### config.mk
export PLATFORM = sky130hd
export DESIGN_NAME = spi_xfer_sequencer_flat
export DESIGN_NICKNAME = d
export VERILOG_FILES = /design/src/rtl/spi_xfer_sequencer_if.sv /design/src/rtl/spi_xfer_sequencer.sv /design/src/flat_wrapper.sv
export SDC_FILE = /design/constraint.sdc
export NUM_CORES = 1
export LEC_CHECK = 0
export BUFFER_PORTS_ARGS = -buffer_cell sky130_fd_sc_hd__buf_4
export CELL_PAD_IN_SITES_DETAIL_PLACEMENT = 0
export CELL_PAD_IN_SITES_GLOBAL_PLACEMENT = 1
export CORE_UTILIZATION = 45
export DETAILED_ROUTE_END_ITERATION = 10
export PLACE_DENSITY_LB_ADDON = 0.1
export SETUP_SLACK_MARGIN = 0.15
export SKIP_CTS_REPAIR_TIMING = 1
export SKIP_LAST_GASP = 1
export SLEW_MARGIN = 20
export SYNTH_ARGS = -nofsm -noshare
export SYNTH_HDL_FRONTEND = slang
export SYNTH_SLANG_ARGS = --single-unit
### constraint.sdc
create_clock -name clk -period 2.2 [get_ports clk]
set_input_delay 0.22 -clock clk [delete_from_list [all_inputs] [get_ports clk]]
set_output_delay 0.22 -clock clk [all_outputs]
set_load 0.01 [all_outputs]
### src/rtl/spi_xfer_sequencer_if.sv
// Bundle of the command stream, response stream and spi_top request-side signals
// used by spi_xfer_sequencer. The slave modport is the sequencer's view; the
// master modport is the view of whatever feeds commands and models spi_top.
interface spi_xfer_sequencer_if #(
    parameter int SPI_TRF_BIT = 8
);
    // command stream
    logic                   cmd_valid;
    logic                   cmd_ready;
    logic [1:0]             cmd_mode;
    logic [SPI_TRF_BIT-1:0] cmd_data;
    logic [7:0]             cmd_wait;
    // response stream
    logic                   rsp_valid;
    logic                   rsp_ready;
    logic [SPI_TRF_BIT-1:0] rsp_data;
    logic                   rsp_err;
    // spi_top master-side request interface
    logic [1:0]             req;
    logic [7:0]             wait_duration;
    logic [SPI_TRF_BIT-1:0] din_master;
    logic [SPI_TRF_BIT-1:0] dout_master;
    logic                   done_tx;
    logic                   done_rx;
    // status
    logic                   busy;

    modport slave (
        input  cmd_valid, cmd_mode, cmd_data, cmd_wait, rsp_ready,
               dout_master, done_tx, done_rx,
        output cmd_ready, rsp_valid, rsp_data, rsp_err,
               req, wait_duration, din_master, busy
    );

    modport master (
        output cmd_valid, cmd_mode, cmd_data, cmd_wait, rsp_ready,
               dout_master, done_tx, done_rx,
        input  cmd_ready, rsp_valid, rsp_data, rsp_err,
               req, wait_duration, din_master, busy
    );
endinterface

### src/rtl/spi_xfer_sequencer.sv
// Command sequencer in front of spi_top: queues commands, issues one req pulse
// per command, waits for the done rising edges (with a timeout guard) and
// queues the captured master byte as a response.
module spi_xfer_sequencer #(
    parameter int SPI_TRF_BIT    = 8,
    parameter int FIFO_DEPTH     = 4,
    parameter int TIMEOUT_CYCLES = 4096
) (
    input  logic                 clk,
    input  logic                 rst,
    spi_xfer_sequencer_if.slave  bus
);
    localparam int PTR_W = $clog2(FIFO_DEPTH);
    localparam int CMD_W = 2 + 8 + SPI_TRF_BIT;
    localparam int RSP_W = 1 + SPI_TRF_BIT;
    localparam int CNT_W = $clog2(TIMEOUT_CYCLES + 1);

    typedef enum logic [1:0] {
        ST_IDLE  = 2'd0,
        ST_ISSUE = 2'd1,
        ST_WAIT  = 2'd2,
        ST_PUSH  = 2'd3
    } state_e;

    localparam logic [PTR_W:0] PTR_ONE = {{PTR_W{1'b0}}, 1'b1};
    localparam logic [CNT_W-1:0] CNT_ONE = {{(CNT_W-1){1'b0}}, 1'b1};
    localparam logic [CNT_W-1:0] CNT_LAST = CNT_W'(TIMEOUT_CYCLES - 1);

    state_e state_q, state_d;

    logic [CMD_W-1:0] cmd_mem_q [FIFO_DEPTH];
    logic [CMD_W-1:0] cmd_mem_d [FIFO_DEPTH];
    logic [PTR_W:0]   cmd_wr_q, cmd_wr_d, cmd_rd_q, cmd_rd_d;
    logic [RSP_W-1:0] rsp_mem_q [FIFO_DEPTH];
    logic [RSP_W-1:0] rsp_mem_d [FIFO_DEPTH];
    logic [PTR_W:0]   rsp_wr_q, rsp_wr_d, rsp_rd_q, rsp_rd_d;

    logic [1:0]             mode_q, mode_d;
    logic [SPI_TRF_BIT-1:0] din_q, din_d;
    logic [7:0]             wait_q, wait_d;
    logic [1:0]             req_q, req_d;
    logic                   done_tx_q, done_tx_d, done_rx_q, done_rx_d;
    logic                   lat_tx_q, lat_tx_d, lat_rx_q, lat_rx_d;
    logic [CNT_W-1:0]       cnt_q, cnt_d;
    logic                   err_q, err_d;

    logic                   cmd_empty_s, cmd_full_s, rsp_empty_s, rsp_full_s;
    logic                   cmd_push_s, cmd_pop_s, rsp_push_s, rsp_pop_s;
    logic [CMD_W-1:0]       cmd_head_s;
    logic [1:0]             head_mode_s;
    logic [RSP_W-1:0]       rsp_head_s, rsp_push_data_s;
    logic                   rise_tx_s, rise_rx_s, done_ok_s, timeout_s;

    // FIFO status, head entries and done edge detection
    assign cmd_empty_s = (cmd_wr_q == cmd_rd_q);
    assign cmd_full_s  = (cmd_wr_q[PTR_W] != cmd_rd_q[PTR_W]) &&
                         (cmd_wr_q[PTR_W-1:0] == cmd_rd_q[PTR_W-1:0]);
    assign rsp_empty_s = (rsp_wr_q == rsp_rd_q);
    assign rsp_full_s  = (rsp_wr_q[PTR_W] != rsp_rd_q[PTR_W]) &&
                         (rsp_wr_q[PTR_W-1:0] == rsp_rd_q[PTR_W-1:0]);
    assign cmd_head_s  = cmd_mem_q[cmd_rd_q[PTR_W-1:0]];
    assign head_mode_s = cmd_head_s[CMD_W-1 -: 2];
    assign rsp_head_s  = rsp_mem_q[rsp_rd_q[PTR_W-1:0]];
    assign cmd_push_s  = bus.cmd_valid && !cmd_full_s;
    assign rsp_pop_s   = !rsp_empty_s && bus.rsp_ready;
    assign rise_tx_s   = bus.done_tx && !done_tx_q;
    assign rise_rx_s   = bus.done_rx && !done_rx_q;
    assign timeout_s   = (cnt_q == CNT_LAST);

    // A rise in the current cycle counts toward completion so PUSH follows it directly
    always_comb begin
        done_ok_s = 1'b0;
        case (mode_q)
            2'b01:   done_ok_s = lat_tx_q || rise_tx_s;
            2'b10:   done_ok_s = lat_rx_q || rise_rx_s;
            2'b11:   done_ok_s = (lat_tx_q || rise_tx_s) && (lat_rx_q || rise_rx_s);
            default: done_ok_s = 1'b0;
        endcase
    end

    assign bus.cmd_ready     = !cmd_full_s;
    assign bus.rsp_valid     = !rsp_empty_s;
    assign bus.rsp_data      = rsp_head_s[SPI_TRF_BIT-1:0];
    assign bus.rsp_err       = rsp_head_s[RSP_W-1];
    assign bus.req           = req_q;
    assign bus.wait_duration = wait_q;
    assign bus.din_master    = din_q;
    assign bus.busy          = (state_q != ST_IDLE) || !cmd_empty_s;

    // FSM state register
    always_ff @(posedge clk) begin
        if (rst) begin
            state_q <= ST_IDLE;
        end else begin
            state_q <= state_d;
        end
    end

    // FSM next-state logic; completion takes priority over timeout
    always_comb begin
        state_d = state_q;
        case (state_q)
            ST_IDLE: begin
                if (!cmd_empty_s && (head_mode_s != 2'b00) && !rsp_full_s) begin
                    state_d = ST_ISSUE;
                end else begin
                    state_d = ST_IDLE;
                end
            end
            ST_ISSUE: state_d = ST_WAIT;
            ST_WAIT: begin
                if (done_ok_s || timeout_s) begin
                    state_d = ST_PUSH;
                end else begin
                    state_d = ST_WAIT;
                end
            end
            ST_PUSH: state_d = ST_IDLE;
            default: state_d = ST_IDLE;
        endcase
    end

    // FSM outputs: command pop, transfer registers, done latches, timeout counter, response push
    always_comb begin
        cmd_pop_s       = 1'b0;
        rsp_push_s      = 1'b0;
        rsp_push_data_s = {RSP_W{1'b0}};
        req_d           = 2'b00;
        mode_d          = mode_q;
        din_d           = din_q;
        wait_d          = wait_q;
        lat_tx_d        = lat_tx_q;
        lat_rx_d        = lat_rx_q;
        cnt_d           = cnt_q;
        err_d           = err_q;
        done_tx_d       = bus.done_tx;
        done_rx_d       = bus.done_rx;
        case (state_q)
            ST_IDLE: begin
                // no-ops are dropped even when the response FIFO is full
                if (!cmd_empty_s && ((head_mode_s == 2'b00) || !rsp_full_s)) begin
                    cmd_pop_s = 1'b1;
                    if (head_mode_s != 2'b00) begin
                        req_d  = head_mode_s;
                        mode_d = head_mode_s;
                        wait_d = cmd_head_s[SPI_TRF_BIT +: 8];
                        din_d  = cmd_head_s[SPI_TRF_BIT-1:0];
                    end else begin
                        req_d  = 2'b00;
                    end
                end else begin
                    cmd_pop_s = 1'b0;
                end
            end
            ST_ISSUE: begin
                lat_tx_d = rise_tx_s;
                lat_rx_d = rise_rx_s;
                cnt_d    = {CNT_W{1'b0}};
                err_d    = 1'b0;
            end
            ST_WAIT: begin
                lat_tx_d = lat_tx_q || rise_tx_s;
                lat_rx_d = lat_rx_q || rise_rx_s;
                cnt_d    = cnt_q + CNT_ONE;
                err_d    = !done_ok_s && timeout_s;
            end
            ST_PUSH: begin
                if (err_q) begin
                    rsp_push_s      = 1'b1;
                    rsp_push_data_s = {1'b1, {SPI_TRF_BIT{1'b0}}};
                end else if (mode_q[1]) begin
                    rsp_push_s      = 1'b1;
                    rsp_push_data_s = {1'b0, bus.dout_master};
                end else begin
                    rsp_push_s      = 1'b0;
                end
            end
            default: begin
                req_d = 2'b00;
            end
        endcase
    end

    // Next-state values of both FIFOs (memory and pointers)
    always_comb begin
        cmd_mem_d = cmd_mem_q;
        rsp_mem_d = rsp_mem_q;
        if (cmd_push_s) begin
            cmd_mem_d[cmd_wr_q[PTR_W-1:0]] = {bus.cmd_mode, bus.cmd_wait, bus.cmd_data};
            cmd_wr_d = cmd_wr_q + PTR_ONE;
        end else begin
            cmd_wr_d = cmd_wr_q;
        end
        if (cmd_pop_s) begin
            cmd_rd_d = cmd_rd_q + PTR_ONE;
        end else begin
            cmd_rd_d = cmd_rd_q;
        end
        if (rsp_push_s) begin
            rsp_mem_d[rsp_wr_q[PTR_W-1:0]] = rsp_push_data_s;
            rsp_wr_d = rsp_wr_q + PTR_ONE;
        end else begin
            rsp_wr_d = rsp_wr_q;
        end
        if (rsp_pop_s) begin
            rsp_rd_d = rsp_rd_q + PTR_ONE;
        end else begin
            rsp_rd_d = rsp_rd_q;
        end
    end

    // Datapath and FIFO registers; memories are cleared so rsp_data reads 0 after reset
    always_ff @(posedge clk) begin
        if (rst) begin
            for (int i = 0; i < FIFO_DEPTH; i++) begin
                cmd_mem_q[i] <= {CMD_W{1'b0}};
                rsp_mem_q[i] <= {RSP_W{1'b0}};
            end
            cmd_wr_q  <= {(PTR_W+1){1'b0}};
            cmd_rd_q  <= {(PTR_W+1){1'b0}};
            rsp_wr_q  <= {(PTR_W+1){1'b0}};
            rsp_rd_q  <= {(PTR_W+1){1'b0}};
            mode_q    <= 2'b00;
            din_q     <= {SPI_TRF_BIT{1'b0}};
            wait_q    <= 8'h00;
            req_q     <= 2'b00;
            done_tx_q <= 1'b0;
            done_rx_q <= 1'b0;
            lat_tx_q  <= 1'b0;
            lat_rx_q  <= 1'b0;
            cnt_q     <= {CNT_W{1'b0}};
            err_q     <= 1'b0;
        end else begin
            cmd_mem_q <= cmd_mem_d;
            rsp_mem_q <= rsp_mem_d;
            cmd_wr_q  <= cmd_wr_d;
            cmd_rd_q  <= cmd_rd_d;
            rsp_wr_q  <= rsp_wr_d;
            rsp_rd_q  <= rsp_rd_d;
            mode_q    <= mode_d;
            din_q     <= din_d;
            wait_q    <= wait_d;
            req_q     <= req_d;
            done_tx_q <= done_tx_d;
            done_rx_q <= done_rx_d;
            lat_tx_q  <= lat_tx_d;
            lat_rx_q  <= lat_rx_d;
            cnt_q     <= cnt_d;
            err_q     <= err_d;
        end
    end
endmodule
### src/flat_wrapper.sv
// flat-port wrapper written by rule: the top's interface ports become plain ports
module spi_xfer_sequencer_flat 
#(
    parameter int SPI_TRF_BIT    = 8,
    parameter int FIFO_DEPTH     = 4,
    parameter int TIMEOUT_CYCLES = 4096
)
  (clk, rst, bus_cmd_valid, bus_cmd_mode, bus_cmd_data, bus_cmd_wait, bus_rsp_ready, bus_dout_master, bus_done_tx, bus_done_rx, bus_cmd_ready, bus_rsp_valid, bus_rsp_data, bus_rsp_err, bus_req, bus_wait_duration, bus_din_master, bus_busy);
  spi_xfer_sequencer_if #(.SPI_TRF_BIT(SPI_TRF_BIT)) bus_i ();
  input  logic clk;
  input  logic rst;
  input wire logic [$bits(bus_i.cmd_valid)-1:0] bus_cmd_valid;
  input wire logic [$bits(bus_i.cmd_mode)-1:0] bus_cmd_mode;
  input wire logic [$bits(bus_i.cmd_data)-1:0] bus_cmd_data;
  input wire logic [$bits(bus_i.cmd_wait)-1:0] bus_cmd_wait;
  input wire logic [$bits(bus_i.rsp_ready)-1:0] bus_rsp_ready;
  input wire logic [$bits(bus_i.dout_master)-1:0] bus_dout_master;
  input wire logic [$bits(bus_i.done_tx)-1:0] bus_done_tx;
  input wire logic [$bits(bus_i.done_rx)-1:0] bus_done_rx;
  output wire logic [$bits(bus_i.cmd_ready)-1:0] bus_cmd_ready;
  output wire logic [$bits(bus_i.rsp_valid)-1:0] bus_rsp_valid;
  output wire logic [$bits(bus_i.rsp_data)-1:0] bus_rsp_data;
  output wire logic [$bits(bus_i.rsp_err)-1:0] bus_rsp_err;
  output wire logic [$bits(bus_i.req)-1:0] bus_req;
  output wire logic [$bits(bus_i.wait_duration)-1:0] bus_wait_duration;
  output wire logic [$bits(bus_i.din_master)-1:0] bus_din_master;
  output wire logic [$bits(bus_i.busy)-1:0] bus_busy;
  assign bus_i.cmd_valid = bus_cmd_valid;
  assign bus_i.cmd_mode = bus_cmd_mode;
  assign bus_i.cmd_data = bus_cmd_data;
  assign bus_i.cmd_wait = bus_cmd_wait;
  assign bus_i.rsp_ready = bus_rsp_ready;
  assign bus_i.dout_master = bus_dout_master;
  assign bus_i.done_tx = bus_done_tx;
  assign bus_i.done_rx = bus_done_rx;
  assign bus_cmd_ready = bus_i.cmd_ready;
  assign bus_rsp_valid = bus_i.rsp_valid;
  assign bus_rsp_data = bus_i.rsp_data;
  assign bus_rsp_err = bus_i.rsp_err;
  assign bus_req = bus_i.req;
  assign bus_wait_duration = bus_i.wait_duration;
  assign bus_din_master = bus_i.din_master;
  assign bus_busy = bus_i.busy;
  spi_xfer_sequencer #(.SPI_TRF_BIT(SPI_TRF_BIT), .FIFO_DEPTH(FIFO_DEPTH), .TIMEOUT_CYCLES(TIMEOUT_CYCLES)) u_core (.clk(clk), .rst(rst), .bus(bus_i));
endmodule
=== Yosys cells after proc, flatten, opt, wreduce, memory -nomap -nowiden ===
Index checks and enable logic that the tools add are counted.

* Register bits: 160
* Output and inout port bits: 30
* Logic and storage cells: 114

* Add/subtract/negate cells: 5
* Order comparisons: 6
* Eq/ne operators: 13
* Multiplexer cells: 28
* Bitwise gates (word level): 7
* Reduce and logical (&&, ||, !) cells: 32

{| class="wikitable"
|+ Operators by type and width
! operator !! count
|-
| 72-bit bitwise mux || 1
|-
| 18-bit 2-to-1 mux || 3
|-
| 9-bit 2-to-1 mux || 5
|-
| 18-bit binary-select mux with 2-bit select || 1
|-
| 36-bit bitwise mux || 1
|-
| 18-bit demux with 2-bit select || 1
|-
| 13-bit case mux with 2 select lines || 1
|-
| 9-bit binary-select mux with 2-bit select || 1
|-
| 9-bit demux with 2-bit select || 1
|-
| 13-bit by 1-bit adder with 13-bit output (second input constant) || 1
|-
| 13-bit by 12-bit equality test with 1-bit output (second input constant) || 1
|-
| 1-bit logical AND || 13
|-
| 3-bit by 1-bit adder with 3-bit output (second input constant) || 4
|-
| 3-bit >= comparator (second input constant) || 4
|-
| 2-bit NOT with 3-bit output || 4
|-
| 2-bit equality test (second input constant) || 4
|-
| 8-bit 2-to-1 mux || 1
|-
| 2-bit case mux with 4 select lines || 1
|-
| 1-bit logical NOT || 7
|-
| 1-bit 2-to-1 mux || 7
|-
| 3-bit equality test || 2
|-
| 3-bit by 1-bit less-than comparator with 1-bit output (second input constant) || 2
|-
| 1-bit case mux with 2 select lines || 3
|-
| 2-bit nonzero test || 3
|-
| 9 further kinds || 19
|}

=== Logic depth before layout (Yosys ltp) ===
Gate-level depths: netlist (run 1).

* Word-level depth: 9
* Mapped depth: 8
* Depth with buffers taken out: 6

=== Worst setup path after synthesis (run 1) ===
OpenSTA, ideal clock, no wires.

* Kind: register -> register
* From: reg u_core.cmd_rd_q[0]
* To: reg u_core.cmd_rd_q[0]
* Setup time: 0.121 ns
* Arrival: 1.886 ns
* Required time: 2.079 ns
* Setup slack: 0.194 ns
* Cell stages (with the launch flop): 6
* Buffers on the path: 1
* Clock period less this slack: 2.006 ns
* Cell sequence: dfxtp_1 mux4_1 or2_1 buf_6 a211oi_2 mux2_2

* Word-level cells in the longest chain between the ends: 9
* Elaborated cells on any way between the ends: 12
* Classes of those cells: add/sub: 1; eq/ne: 1; mux: 5; bitwise: 1; reduce/logical: 4

{| class="wikitable"
|+ RTL lines
! what !! RTL line !! source
|-
| start, declared || spi_xfer_sequencer.sv:33 || <nowiki>logic [PTR_W:0] cmd_wr_q, cmd_wr_d, cmd_rd_q, cmd_rd_d;</nowiki>
|-
| start signal, assigned || spi_xfer_sequencer.sv:220 || <nowiki>cmd_rd_q <= {(PTR_W+1){1'b0}};</nowiki>
|-
| start signal, assigned || spi_xfer_sequencer.sv:237 || <nowiki>cmd_rd_q <= cmd_rd_d;</nowiki>
|-
| 2-bit NOT with 3-bit output (not written as such) || spi_xfer_sequencer.sv:61 || <nowiki>assign cmd_head_s = cmd_mem_q[cmd_rd_q[PTR_W-1:0]];</nowiki>
|-
| 18-bit binary-select mux with 2-bit select || spi_xfer_sequencer.sv:61 ||
|-
| 18-bit 2-to-1 mux (not written as such) (2 in a row) || spi_xfer_sequencer.sv:61 ||
|-
| 2-bit logical NOT || spi_xfer_sequencer.sv:141 || <nowiki>if (!cmd_empty_s && ((head_mode_s == 2'b00) || !rsp_full_s)) begin</nowiki>
|-
| 1-bit logical OR || spi_xfer_sequencer.sv:141 ||
|-
| 1-bit logical AND || spi_xfer_sequencer.sv:141 ||
|-
| 1-bit 2-to-1 mux || spi_xfer_sequencer.sv:141 ||
|-
| 1-bit 2-to-1 mux || spi_xfer_sequencer.sv:138 || <nowiki>case (state_q)</nowiki>
|}

Parallel ways exist; a longest one is shown, timed or not. The select of a mux whose other input is x is not followed.
A chain may end at the register's enable or synchronous reset.

=== Worst setup path in the final report (run 1) ===
* From: reg u_core.cmd_rd_q[1]
* To: reg u_core.cmd_rd_q[0]

* Word-level cells in the longest chain between the ends: 9
* Elaborated cells on any way between the ends: 11
* Classes of those cells: eq/ne: 1; mux: 5; bitwise: 1; reduce/logical: 4

{| class="wikitable"
|+ RTL lines
! what !! RTL line
|-
| 2-bit NOT with 3-bit output (not written as such) || spi_xfer_sequencer.sv:61
|-
| 18-bit binary-select mux with 2-bit select || spi_xfer_sequencer.sv:61
|-
| 18-bit 2-to-1 mux (not written as such) (2 in a row) || spi_xfer_sequencer.sv:61
|-
| 2-bit logical NOT || spi_xfer_sequencer.sv:141
|-
| 1-bit logical OR || spi_xfer_sequencer.sv:141
|-
| 1-bit logical AND (*) || spi_xfer_sequencer.sv:141
|-
| 1-bit 2-to-1 mux (*) || spi_xfer_sequencer.sv:141
|-
| 1-bit 2-to-1 mux (*) || spi_xfer_sequencer.sv:138
|}

Every way passes the cells marked *; elsewhere a longest branch is shown, timed or not. The select of a mux whose other input is x is not followed.

==> results of run 1 <==
-- report_power, final --
part	leakage (nW)	switching [W]	internal [W]	total, W
Sequential	1.30	0.0000947	0.00302	0.00312
Combinational	1.97	0.000727	0.000667	0.00139
Clock	0.284	0.00128	0.00163	0.00291
Total	3.55	0.00210	0.00532	0.00742
-- worst paths after layout --
kind / start / end / cells past startpoint / slack (ns)
hold / removal: bus_done_tx / u_core.done_tx_q / 2 / 0.01
hold reg to reg: u_core.rsp_mem_q[34] / u_core.rsp_mem_q[34] / 2 / 0.45
setup reg to reg: u_core.cmd_rd_q[1] / u_core.cmd_rd_q[0] / 4 / 0.24
setup / recovery: u_core.cmd_rd_q[1] / u_core.cmd_rd_q[0] / 4 / 0.24
-- critical path: stages (launching register included) --
cell	delay [ns]
dfxtp_2	0.38
mux4_2	0.52
or2_4	0.31
a211oi_4	0.28
mux2_2	0.36
-- synth_stat cells (all sizes together), types with 12 or more instances --
cell | instances | area, sq um
nand2 | 18 | 67.6
clkbuf | 27 | 101
xor2 | 15 | 131
inv | 27 | 101
nor2 | 136 | 510
buf | 20 | 121
mux4 | 27 | 612
a32oi | 32 | 280
ha | 15 | 188
o2bb2ai | 16 | 140
mux2i | 75 | 751
xnor2 | 12 | 105
dfxtp | 160 | 3200
-- routing by layer --
layer	up-vias	wire (microns)	global-route usage, %
li1	2435	-	-
met1	2471	7550	27.9
met2	104	7340	33.9
met5	-	0	0
met3	10	656	5.35
met4	0	143	6.53
-- cells in the final DEF (no fill, tap or decap), types with 3 or more instances in the layout --
cell       synthesis  layout
nor3_1             3       3
nand4_1           10      10
xnor2_1           12      12
nor2b_1            6       6
nand2_1           18      18
ha_1              15      15
o2bb2ai_1         16      16
nand3_1           10      10
inv_1             27      27
o311ai_2           0       4
xor2_1            15      13
a21oi_1            8       8
mux2i_1           75      75
a32oi_1           32      32
nor2_1           136     136
clkbuf_16          0      18
or3_1              3       3
nand2b_1           5       5
dfxtp_1          160     158
buf_4              6      74
inv_6              0       5
and3_1             4       3
inv_8              0       3
mux4_2            26      27
buf_12             0       7
-- through the flow --
| step | hold slack (ns) | instance area (sq um) | setup TNS, ns | power [W] | setup WS (ns) |
|---|---|---|---|---|---|
| 2_1_floorplan | 0.348 | 6840 | 0 | 0.00403 | 0.194 |
| 3_3_place_gp | 0.440 | 7580 | 0 | 0.00443 | 0.181 |
| 3_5_place_dp | 0.447 | 7580 | 0 | 0.00446 | 0.131 |
| 4_1_cts | -0.00262 | 8170 | -0.00948 | 0.00738 | -0.00948 |
| 5_1_grt | 0.0215 | 8240 | 0 | 0.00776 | 0.167 |
| 6_report | 0.0138 | 8240 | 0 | 0.00742 | 0.245 |
-- area by class of cell --
cell class,count,area (sq um)
fillers,1296,6460
multi-input cells,422,3370
flip-flops and latches,160,3210
repair buffers,84,743
clock buffers,18,439
well taps,184,230
clock inverters,14,145
inverters,27,101
-- kinds of logic (layout without fill, tap and decap cells) --
family / after synthesis / count (layout) / synth area share (%)
simple gates: 201 / 201 / 12.6
flops: 160 / 160 / 46.8
fa+ha+maj: 15 / 15 / 2.74
buf+inv: 74 / 143 / 4.73
xor+xnor: 27 / 27 / 3.46
mux: 104 / 104 / 20.2
compound gates: 75 / 75 / 9.40
-- flip-flops by register name (all words and copies together) (netlist names), 2 cells and up --
signal and flops:
u_core.cmd_mem_q 72, u_core.rsp_mem_q 36, u_core.cnt_q 13, u_core.bus.din_master 8
u_core.bus.wait_duration 8, u_core.cmd_rd_q 3, u_core.cmd_wr_q 3, u_core.rsp_rd_q 3
u_core.rsp_wr_q 3, u_core.bus.req 2, u_core.mode_q 2, u_core.state_q 2
==> flow_summary.json, run 1 <==
{
  "outcome": "complete, but fails checks",
  "violations": "design-rule violations",
  "drv_cap": 0,
  "synthArstFlopShare_pct": 0,
  "drtPass1Iterations": 8,
  "synth_area_per_cell_sq_um": 10.4,
  "vias": 5020,
  "wl_mm": 15.7,
  "cp.required_ns": 2.51,
  "die_h_microns": 125,
  "port_buffers": 61,
  "dpl.hpwl_mm": 10.0,
  "fp.coreArea_sq_um": 14700,
  "die_area_sq_um": 15700,
  "grt_max_degree": 59,
  "grt_pass1_wl_mm": 25.7,
  "grt_pass1_vias": 4912,
  "synth.distinct_cells": 43,
  "utilization_pct": 56.0,
  "end_kind": "register",
  "fin_crit_ns": 1.96,
  "yosysWarnings": 0,
  "gp_routability_congestion": 0.729,
  "grt_overflow": 0,
  "placedCellCount": 875,
  "io_pins": 62,
  "fin_cells": 909,
  "power_density_nw_per_um2": 901,
  "drt_iter0_drc": 333,
  "crit_arrival_ns": 2.27,
  "min_period_over_period_pct": 88.9,
  "synth_edf_count": 0,
  "die_w_microns": 125,
  "cts_tree": "built",
  "synthCells": 656,
  "insertedDiodeCount": 0,
  "numClockSinks": 160,
  "timing.fmax_ghz": 0.511,
  "syn-num-nets": 703,
  "cts_root_buf": "clkbuf_16",
  "initial_core_util_pct": 46.6,
  "syn_to_final_growth_pct": 20.3,
  "via_per_inst": 5.52,
  "tightest_slew_ns": 0.513,
  "cp_max_fo": 5,
  "grt_antenna_before_repair": 0,
  "finalNetCount": 759,
  "ys_ff_latch": 160,
  "rows": 44,
  "peakVddDrop_v": 0.000565,
  "cts_buffers": 17,
  "clk_latency_ns": 0.43,
  "power.leakage_nw": 3.55,
  "finalHoldViolations": 0,
  "drive_gt1_share_pct": 21.9,
  "rsz0062_at_grt": "no",
  "finalSetupViolations": 0,
  "synth_flop_cell": "dfxtp_1",
  "ant_nets": 0,
  "syn_area_sq_um": 6840,
  "synth-seq-area-share_pct": 46.8,
  "clkSlewWorstSetupHoldPaths_ns": 0.06,
  "grt_util_all_layers_pct": 21.1,
  "remaining_drc_errors": 2,
  "cts_max_level": 4,
  "clockBufferDepth": 2,
  "critPathLaunchType": "register",
  "wl_per_cell_microns": 17.3,
  "setup.worst_path.class": "register to register",
  "max_slew_margin_pct": 65.7,
  "final_max_slew_viol_count": 0,
  "hold_path.class": "input port to register",
  "fin_skew_ns": 0.0132
}
Power figures use the tool's default switching activity.
==> run 2, diff against run 1 <==
Settings changed: ABC_AREA from default to 0, BUFFER_PORTS_ARGS -buffer_cell sky130_fd_sc_hd__buf_4 to default, DONT_BUFFER_PORTS from default to 1.
==> run 2 against run 1 <==
  * The run ends with design-rule violations, negative hold slack left
  * Die area did not move
  * Count of clock-buffer cells in the layout rose by 1
  * Maximum frequency barely moved
  * Routed wire length fell by 3.3%
  * Largest cell class unchanged
==> flow_summary.json, run 2 (same netlist as run 1, synthesis figures left out) <==
{
  "outcome": "complete, but fails checks",
  "violations": "design-rule violations, negative hold slack",
  "insertedDiodeCount": 0,
  "placedCellCount": 812,
  "power_w": 0.00712,
  "fin_cells": 856,
  "drt_iter0_drc": 304,
  "timing.fmax_ghz": 0.511,
  "wl_mm": 15.2,
  "crit_path_top_delay_cell": "dlygate4sd3_1",
  "min_period_over_period_pct": 88.9,
  "fin_crit_ns": 1.96,
  "seq_power_share_pct": 43.7,
  "crit_family": "buffers and inverters",
  "rows": 44,
  "largest_register": "u_core.cmd_mem_q",
  "port_buffers": 0,
  "grt_antenna_before_repair": 0,
  "tightest_slew_ns": 0.508,
  "slowest_delay_ns": 0.55,
  "crit_arrival_ns": 2.26,
  "crit_cells": 6,
  "utilization_pct": 53.1,
  "power_density_nw_per_um2": 912,
  "cp.required_ns": 2.51,
  "clk_latency_ns": 0.42,
  "cts_buffers": 17,
  "switching_share_pct": 27.3,
  "preCtsSetupSlack_ns": 0.123,
  "drive_gt1_share_pct": 13.8,
  "fp.coreArea_sq_um": 14700,
  "remaining_drc_errors": 2,
  "drv_cap": 0,
  "ant_nets": 0,
  "combPwrFrac_pct": 16.4,
  "rsz0062_at_grt": "no",
  "holdPathStages": 1,
  "initial_core_util_pct": 46.6,
  "io_pins": 62,
  "top_regs": "u_core.cmd_mem_q (72), u_core.rsp_mem_q (36), u_core.cnt_q (13)",
  "dpl.hpwl_mm": 9.48,
  "finalNetCount": 706,
  "clockBufferDepth": 2,
  "grt_pass1_vias": 4666,
  "intPower_w": 0.00517,
  "layout_commonest_cell": "dfxtp_1",
  "netSwitchingPower_w": 0.00194,
  "clkSlewWorstSetupHoldPaths_ns": 0.06,
  "postPlaceCellArea_sq_um": 7090,
  "via_per_inst": 5.59,
  "whs_ns": -0.129,
  "grt_overflow": 0,
  "cp_max_fo": 10,
  "grt_max_degree": 136,
  "power.leakage_nw": 3.27,
  "die_h_microns": 125,
  "finalHoldViolations": 106,
  "setup_slack_ns": 0.244,
  "grt_pass1_wl_mm": 24.5,
  "cts_max_level": 4,
  "die_area_sq_um": 15700,
  "hold_path.class": "input port to register",
  "path_cells": "inv_1 -> ha_1 -> buf_4 -> a32oi_1 -> nor2_1 -> dlygate4sd3_1",
  "gp_routability_congestion": 0.769,
  "setup.worst_path.class": "register to register",
  "fin_skew_ns": 0.00840,
  "wl_per_cell_microns": 17.7,
  "reg2regPathDepth": 6,
  "critPathLaunchType": "register",
  "drtPass1Iterations": 8,
  "nFillCells": 1308,
  "grt_util_all_layers_pct": 20.1,
  "cts_tree": "built",
  "max_slew_margin_pct": 66.1,
  "finalSetupViolations": 0,
  "power_frac_clock_pct": 39.8,
  "die_w_microns": 125,
  "final_max_slew_viol_count": 0,
  "numClockSinks": 160,
  "syn_to_final_growth_pct": 14.1,
  "peakVddDrop_v": 0.000641,
  "largest_reg_flops": 72,
  "end_kind": "register",
  "cts_root_buf": "clkbuf_16",
  "crit_buf_inv": 3,
  "vias": 4784,
  "layout_common_cells": "dfxtp_1, nor2_1, mux2i_1",
  "final_cell_area_sq_um": 7810
}
run 2: per-stage QoR:
step / hold slack (ns) / setup TNS (ns)
global placement: 0.314 / 0
finish: -0.129 / 0
CTS: -0.130 / -0.0351
floorplan: 0.348 / 0
global route: -0.152 / 0
detailed placement: 0.318 / 0
run 2: layout make-up:
class | instances | area, sq um | area share [%]
inverters | 27 | 101 | 1.30
multi-input cells | 422 | 3370 | 43.1
well taps | 184 | 230 | 2.95
clock buffers | 19 | 443 | 5.67
repair buffers | 31 | 330 | 4.23
clock inverters | 13 | 130 | 1.67
flip-flops and latches | 160 | 3210 | 41.1
run 2: final timing paths:
kind	start	slack, ns	to
worst max register to register	u_core.rsp_wr_q[0]	0.24	u_core.rsp_mem_q[35]
worst min register to register	u_core.rsp_mem_q[34]	0.46	u_core.rsp_mem_q[34]
worst max-delay path	u_core.rsp_wr_q[0]	0.24	u_core.rsp_mem_q[35]
worst min-delay path	rst	-0.13	u_core.cmd_wr_q[0]
run 2: power by group through the flow:
stage          clock network [W]  registers, W  logic (W)
4_1_cts                  0.00290       0.00310    0.00112
5_1_grt                  0.00303       0.00313    0.00128
6_report                 0.00284       0.00311    0.00117
3_5_place_dp                   0       0.00316    0.00111
3_3_place_gp                   0       0.00316    0.00109
2_1_floorplan                  0       0.00315   0.000881
run 2: metal layers:
metal  routed length, microns  GRT usage [%]  part of all wire, %  vias to the layer above
met5                        0              0                    0                        -
met4                      257           6.74                  1.7                        0
met3                      979           6.89                  6.5                       18
met2                     7110           32.4                   47                      102
met1                     6830           25.1                   45                     2344
li1                         -              -                    -                     2320
